===== config.mk =====
export PLATFORM = sky130hd
export DESIGN_NAME = prog_loader_flat
export DESIGN_NICKNAME = d
export VERILOG_FILES = /design/src/rtl/prog_loader_if.sv /design/src/rtl/prog_loader.sv /design/src/flat_wrapper.sv
export SDC_FILE = /design/constraint.sdc
export NUM_CORES = 1
export LEC_CHECK = 0
export ABC_AREA = 1
export BUFFER_PORTS_ARGS = -buffer_cell sky130_fd_sc_hd__buf_2
export CORE_MARGIN = 2
export CORE_UTILIZATION = 55
export DETAILED_ROUTE_END_ITERATION = 7
export GPL_ROUTABILITY_DRIVEN = 0
export PLACE_DENSITY = 0.85
export SKIP_CTS_REPAIR_TIMING = 1
export SLEW_MARGIN = 40
export SYNTH_ARGS = -nofsm -noshare
export SYNTH_HDL_FRONTEND = slang
export SYNTH_SLANG_ARGS = --single-unit

===== constraint.sdc =====
create_clock -name clk -period 2.2 [get_ports clk]
set_input_delay 0.33 -clock clk [delete_from_list [all_inputs] [get_ports clk]]
set_output_delay 0.33 -clock clk [all_outputs]
set_load 0.02 [all_outputs]

===== src/rtl/prog_loader_if.sv =====
// Load-stream, processor bus and memory port bundle for prog_loader.
// slave = loader side, master = surrounding system / testbench side.
interface prog_loader_if;
  logic        s_valid;
  logic [7:0]  s_data;
  logic        s_ready;
  logic        reload;
  logic [15:0] cpu_address;
  logic [7:0]  cpu_wr_data;
  logic        cpu_wr_enable;
  logic [15:0] mem_address;
  logic [7:0]  mem_wr_data;
  logic        mem_wr_enable;
  logic        cpu_resetn;
  logic        loading;

  modport slave (
    input  s_valid, s_data, reload, cpu_address, cpu_wr_data, cpu_wr_enable,
    output s_ready, mem_address, mem_wr_data, mem_wr_enable, cpu_resetn, loading
  );
  modport master (
    output s_valid, s_data, reload, cpu_address, cpu_wr_data, cpu_wr_enable,
    input  s_ready, mem_address, mem_wr_data, mem_wr_enable, cpu_resetn, loading
  );
endinterface


===== src/rtl/prog_loader.sv =====
// Boot image loader: parses {base, length, data} from a byte stream into memory, then releases the CPU.
// Define PROG_LOADER_VECTOR_PATCH_EN to also write base into the reset vector (FFFC/FFFD) after the image.
module prog_loader (
  input  logic          clk,
  input  logic          resetn,
  prog_loader_if.slave  bus
);
`ifdef PROG_LOADER_VECTOR_PATCH_EN
  typedef enum logic [2:0] {HDR_LO, HDR_HI, LEN_LO, LEN_HI, DATA, VEC_LO, VEC_HI, RUN} state_t;
  localparam state_t DONE = VEC_LO;
`else
  typedef enum logic [2:0] {HDR_LO, HDR_HI, LEN_LO, LEN_HI, DATA, RUN} state_t;
  localparam state_t DONE = RUN;
`endif

  state_t      state, nxt;
  logic [15:0] base, ptr, cnt;
  logic [7:0]  len_lo;
  logic [15:0] wr_addr;
  logic [7:0]  wr_data;
  logic        wr_en;
  logic        cpu_rst_q;
  logic        ready;
  logic        accept;
  logic        run;

  assign accept = bus.s_valid & ready;
  assign run    = (state == RUN);

  always_ff @(posedge clk) begin
    if (!resetn) state <= HDR_LO;
    else         state <= nxt;
  end

  always_comb begin
    nxt   = state;
    ready = 1'b0;
    case (state)
      HDR_LO: begin ready = 1'b1; if (bus.s_valid) nxt = HDR_HI; end
      HDR_HI: begin ready = 1'b1; if (bus.s_valid) nxt = LEN_LO; end
      LEN_LO: begin ready = 1'b1; if (bus.s_valid) nxt = LEN_HI; end
      LEN_HI: begin
        ready = 1'b1;
        if (bus.s_valid) nxt = ({bus.s_data, len_lo} == 16'h0000) ? DONE : DATA;
      end
      DATA: begin
        ready = 1'b1;
        if (bus.s_valid && cnt == 16'h0001) nxt = DONE;
      end
`ifdef PROG_LOADER_VECTOR_PATCH_EN
      VEC_LO: nxt = VEC_HI;
      VEC_HI: nxt = RUN;
`endif
      RUN:     if (bus.reload) nxt = HDR_LO;
      default: nxt = HDR_LO;
    endcase
  end

  // Every loader write is registered, so it appears the cycle after the byte (or vector step) that produced it.
  always_ff @(posedge clk) begin
    if (!resetn) begin
      base      <= '0;
      ptr       <= '0;
      cnt       <= '0;
      len_lo    <= '0;
      wr_addr   <= '0;
      wr_data   <= '0;
      wr_en     <= 1'b0;
      cpu_rst_q <= 1'b0;
    end else begin
      wr_en     <= 1'b0;
      cpu_rst_q <= (nxt == RUN);
      case (state)
        HDR_LO: if (accept) base[7:0]  <= bus.s_data;
        HDR_HI: if (accept) base[15:8] <= bus.s_data;
        LEN_LO: if (accept) len_lo     <= bus.s_data;
        LEN_HI: if (accept) begin
          ptr <= base;
          cnt <= {bus.s_data, len_lo};
        end
        DATA: if (accept) begin
          wr_addr <= ptr;
          wr_data <= bus.s_data;
          wr_en   <= 1'b1;
          ptr     <= ptr + 16'h0001;
          cnt     <= cnt - 16'h0001;
        end
`ifdef PROG_LOADER_VECTOR_PATCH_EN
        VEC_LO: begin
          wr_addr <= 16'hFFFC;
          wr_data <= base[7:0];
          wr_en   <= 1'b1;
        end
        VEC_HI: begin
          wr_addr <= 16'hFFFD;
          wr_data <= base[15:8];
          wr_en   <= 1'b1;
        end
`endif
        default: ;
      endcase
    end
  end

  // The final loader write lands in the first RUN cycle; it owns the port for that one cycle.
  assign bus.mem_address   = (run && !wr_en) ? bus.cpu_address   : wr_addr;
  assign bus.mem_wr_data   = (run && !wr_en) ? bus.cpu_wr_data   : wr_data;
  assign bus.mem_wr_enable = (run && !wr_en) ? bus.cpu_wr_enable : wr_en;
  assign bus.s_ready       = ready;
  assign bus.loading       = !run;
  assign bus.cpu_resetn    = cpu_rst_q;
endmodule

===== src/flat_wrapper.sv =====
// flat-port wrapper written by rule: the top's interface ports become plain ports
module prog_loader_flat 
  (clk, resetn, bus_s_valid, bus_s_data, bus_reload, bus_cpu_address, bus_cpu_wr_data, bus_cpu_wr_enable, bus_s_ready, bus_mem_address, bus_mem_wr_data, bus_mem_wr_enable, bus_cpu_resetn, bus_loading);
  prog_loader_if bus_i ();
  input  logic clk;
  input  logic resetn;
  input wire logic [$bits(bus_i.s_valid)-1:0] bus_s_valid;
  input wire logic [$bits(bus_i.s_data)-1:0] bus_s_data;
  input wire logic [$bits(bus_i.reload)-1:0] bus_reload;
  input wire logic [$bits(bus_i.cpu_address)-1:0] bus_cpu_address;
  input wire logic [$bits(bus_i.cpu_wr_data)-1:0] bus_cpu_wr_data;
  input wire logic [$bits(bus_i.cpu_wr_enable)-1:0] bus_cpu_wr_enable;
  output wire logic [$bits(bus_i.s_ready)-1:0] bus_s_ready;
  output wire logic [$bits(bus_i.mem_address)-1:0] bus_mem_address;
  output wire logic [$bits(bus_i.mem_wr_data)-1:0] bus_mem_wr_data;
  output wire logic [$bits(bus_i.mem_wr_enable)-1:0] bus_mem_wr_enable;
  output wire logic [$bits(bus_i.cpu_resetn)-1:0] bus_cpu_resetn;
  output wire logic [$bits(bus_i.loading)-1:0] bus_loading;
  assign bus_i.s_valid = bus_s_valid;
  assign bus_i.s_data = bus_s_data;
  assign bus_i.reload = bus_reload;
  assign bus_i.cpu_address = bus_cpu_address;
  assign bus_i.cpu_wr_data = bus_cpu_wr_data;
  assign bus_i.cpu_wr_enable = bus_cpu_wr_enable;
  assign bus_s_ready = bus_i.s_ready;
  assign bus_mem_address = bus_i.mem_address;
  assign bus_mem_wr_data = bus_i.mem_wr_data;
  assign bus_mem_wr_enable = bus_i.mem_wr_enable;
  assign bus_cpu_resetn = bus_i.cpu_resetn;
  assign bus_loading = bus_i.loading;
  prog_loader u_core (.clk(clk), .resetn(resetn), .bus(bus_i));
endmodule

-- Word-level counts from Yosys, hierarchy flattened
Index checks and enable logic that the tools add are counted.
- reductions and logical operators: 14
- add/subtract/negate cells: 2
- muxes and demuxes: 19
- bitwise logic cells: 1
- eq/ne operators: 9
- operator list (operator ; number):
    16-bit two-way mux ; 5
    16-bit case mux with 2 select lines ; 2
    3-bit two-way mux ; 6
    3-bit case mux with 6 select lines ; 1
    16-bit by 1-bit adder with 16-bit output (second input constant) ; 1
    16-bit by 1-bit equality test with 1-bit output (second input constant) ; 1
    16-bit logical NOT ; 1
    16-bit by 1-bit subtractor with 16-bit output (second input constant) ; 1
    2-bit AND reduction ; 5
    3-bit equality test (second input constant) ; 3
    8-bit two-way mux ; 1
    3-bit by 2-bit equality test with 1-bit output (second input constant) ; 2
    5-bit OR reduction ; 1
    1-bit two-way mux ; 4
    2-bit by 1-bit inequality test with 1-bit output (second input constant) ; 2
    3-bit by 1-bit equality test with 1-bit output (second input constant) ; 1
    3-bit logical NOT ; 1
    3-bit AND reduction ; 1
    1-bit logical AND ; 2
    1-bit logical NOT ; 2
    2-bit nonzero test ; 1
    1-bit bitwise AND ; 1
- word-level logic and storage cells: 55
- bits of input ports: 37
- register bits after elaboration: 85

-- Depth between registers and ports, before layout
- word-level depth: 6
- gate-level depth with buffers: 10
- depth with buffers taken out: 10

-- Least setup slack after synthesis
OpenSTA, ideal clock, no wires.
- kind: reg2out
- from: reg u_core.state[2]
- to: out bus_mem_address[0]
- data arrival time: 1.488 ns
- setup slack: 0.382 ns
- cell stages (with the launch flop): 7
- path buffers: 2
- cells stage by stage: dfxtp_1 -> inv_1 -> nor3_2 -> nand2_1 -> buf_2 -> buf_2 -> a21oi_1
- longest elaborated chain between the ends: 3
- RTL lines (element ; RTL line ; RTL):
    start: declaration ; prog_loader.sv:16 ; state_t state, nxt;
    start signal: assignment ; prog_loader.sv:32 ; else state <= nxt;
    3-bit equality test ; prog_loader.sv:28 ; assign run = (state == RUN);
    1-bit logical AND ; prog_loader.sv:106 ; assign bus.mem_address = (run && !wr_en) ? bus.cpu_address : wr_addr;
    16-bit two-way mux ; prog_loader.sv:106 ;
    end: declaration ; flat_wrapper.sv:14 ; output wire logic [$bits(bus_i.mem_address)-1:0] bus_mem_address;
Every way passes these cells.

-- Final worst setup path
- from: reg u_core.state[2]
- to: out bus_mem_address[14]
Same word-level chain as after synthesis.

==> results.py <==
metrics = {
    "power_and_ir_drop": {
        "power_density_nw_per_um2": 622,
        "worst_ir_drop_vdd_mv": 0.387,
        "p_leak_uw": 0.00220,
    },
    "route": {
        "vias": 4609,
        "dr.pass1.iters": 6,
        "wl_per_cell_um": 13.1,
        "avgViaCountPerCell": 5.49,
        "ant_nets": 0,
        "drt-total-wl_um": 11000,
        "drt_iter0_markers": 317,
        "drc": 0,
    },
    "logic_synthesis": {
        "synthTopCellsByArea": "dfxtp_1 39%, a21oi_1 12%, nand2_1 10%",
        "synth_largest_area_cell": "dfxtp_1",
        "synthSimpleGateAreaFrac_pct": 25.4,
        "postSynthAreaPerCell_um2": 6.41,
        "ys_ff_latch": 85,
        "yosysMostFrequentCell": "nand2_1",
        "yosysWarnings": 0,
        "postSynthCellCount": 685,
        "synth_top_family_by_area": "simple AND/OR/NAND/NOR gates",
        "synthTopCellsByCount": "122 x nand2_1, 102 x a21oi_1, 91 x nor2_1",
        "syn_nets": 725,
        "async_flop_share_pct": 0,
        "synthDistinctLibCells": 28,
        "synth_top_area_share_pct": 38.7,
        "synth_edf_count": 0,
        "synth_area_um2": 4390,
        "synth-compound-area-share_pct": 23.4,
        "synth_xor_area_share_pct": 0.399,
        "ys_seq_area_share_pct": 38.7,
        "synth-adder-area-share_pct": 0.854,
        "synth_top_flop_cell": "dfxtp_1",
        "yosys-mux-area-fraction_pct": 0,
    },
    "clock_network": {
        "cts_root_buf": "clkbuf_8",
        "cts.sinks": 85,
        "cts_made_buffers": 9,
        "path_clk_slew_ns": 0.09,
        "clk_path_buf_depth": 2,
        "cts_tree": "yes",
        "htreeDepth": 3,
        "clk-insertion-delay-late_ns": 0.35,
    },
    "finish": {
        "drive_gt1_share_pct": 14.1,
        "utilization_pct": 64.2,
        "layout.nets": 773,
        "design_area_um2": 4960,
        "syn2layout_area_growth_pct": 13.0,
        "antenna_cells": 0,
    },
    "worst_hold_path": {
        "holdCritPathClass": "input pin to register",
    },
    "placement": {
        "placed_cell_area_um2": 4740,
        "portBuffers": 64,
        "dp_hpwl_um": 7800,
    },
    "global_routing": {
        "grt_remaining_overflow": 0,
        "grt_pass1_wl_um": 18400,
        "grt_max_degree": 50,
        "antenna_found_initial": 0,
        "grt.total_usage_pct": 25.8,
        "grt_pass1_vias": 4200,
    },
    "setup_path": {
        "arrival_ns": 1.73,
        "path_max_fanout": 48,
        "crit_required_ns": 1.87,
        "critical_path_class": "register to primary output",
        "start_kind": "register",
        "crit_path_end_kind": "primary output",
    },
    "floorplan": {
        "die_h_um": 93.4,
        "core_area_um2": 7730,
        "die_area_um2": 8720,
        "die_w_um": 93.4,
        "num_rows": 32,
        "io_pins": 65,
        "start_util_pct": 56.9,
    },
    "sta": {
        "relSlewSlack_pct": 49.3,
        "grt_setup_unrepaired": "false",
        "tns_ns": 0,
        "post-route-period-util_pct": 93.5,
        "max_freq_ghz": 0.486,
        "hold_violations": 0,
        "finalMaxSlewViolations": 0,
        "fin_skew_ns": 0.0181,
        "finalCriticalPeriod_ns": 2.06,
        "tightest_slew_ns": 0.760,
        "setup-violations-final": 0,
        "whs_ns": 0.305,
    },
    "flow_run": {
        "maxCapViolCount": 0,
    },
    "outcome": {
        "status": "finished clean",
    },
}
-- flip-flops by register name, indices dropped and copies added, names as in the netlist --
register and flops:
u_core.cnt 16, u_core.bus.cpu_resetn 1, u_core.wr_en 1, u_core.wr_data 8
u_core.base 16, u_core.state 3, u_core.len_lo 8, u_core.ptr 16
u_core.wr_addr 16
-- power by group --
part	switching, µW	leakage (µW)	internal (µW)	total, µW
Sequential	27.3	0.000688	1580	1610
Clock	555	0.000110	640	1200
Combinational	187	0.00141	97.9	285
-- worst max-delay path: stages (launching register included) --
cell	delay (ns)
dfxtp_2	0.41
inv_1	0.12
nor3_4	0.18
nand2_1	0.09
buf_6	0.21
a21oi_1	0.17
buf_2	0.18
-- routing by layer --
metal,part of all wire [%],routed length [µm],GRT usage [%],vias to the layer above
met3,8.1,897,4.83,21
li1,-,-,-,2319
met2,49,5430,45.9,230
met5,0,0,0,-
met4,1.3,146,9.93,0
met1,41,4550,30.7,2039
-- per-stage QoR --
stage | instances | power [µW] | setup WS, ns
after floorplan | 685 | 1820 | 0.382
after global placement | 824 | 1910 | 0.463
after detailed placement | 824 | 1920 | 0.345
after CTS | 840 | 3100 | -0.0532
after global routing | 840 | 3230 | 0.0136
final | 840 | 3090 | 0.143
-- worst paths after layout --
check                             startpoint                         endpoint  slack (ns)  cells past startpoint
min                            bus_s_data[0]      u_core.base[0]$_SDFFE_PN0P_        0.31                      3
min reg2reg  u_core.wr_addr[10]$_SDFFE_PN0P_  u_core.wr_addr[10]$_SDFFE_PN0P_        0.46                      2
max reg2reg       u_core.state[1]$_SDFF_PN0_      u_core.ptr[15]$_SDFFE_PN0P_        0.42                      9
max               u_core.state[2]$_SDFF_PN0_              bus_mem_address[14]        0.14                      6
-- cells by family (layout without fill, tap and decap cells) --
kind of cell / Yosys count / after routing
fa+ha+maj: 3 / 3
flops: 85 / 85
compound gates: 203 / 203
buf+inv: 125 / 178
xor+xnor: 2 / 2
simple gates: 267 / 267
-- layout make-up --
type	count	area, µm²
fill	693	2760
multi-input combinational	475	2200
sequential	85	1700
timing repair buffer	70	369
inverter	92	345
clock buffer	10	128
tap	102	128
clock inverter	6	87.6
-- placed cells by master (no fill, tap or decap), types with 13 or more instances in the layout --
| cell type | instances |
|---|---|
| a21oi_1 | 102 |
| buf_2 | 64 |
| dfxtp_1 | 84 |
| inv_1 | 79 |
| inv_2 | 13 |
| nand2_1 | 122 |
| nand3_1 | 35 |
| nor2_1 | 91 |
| o21ai_0 | 77 |
| o21ai_1 | 17 |
Note: power is estimated with default switching activity, not from simulation.
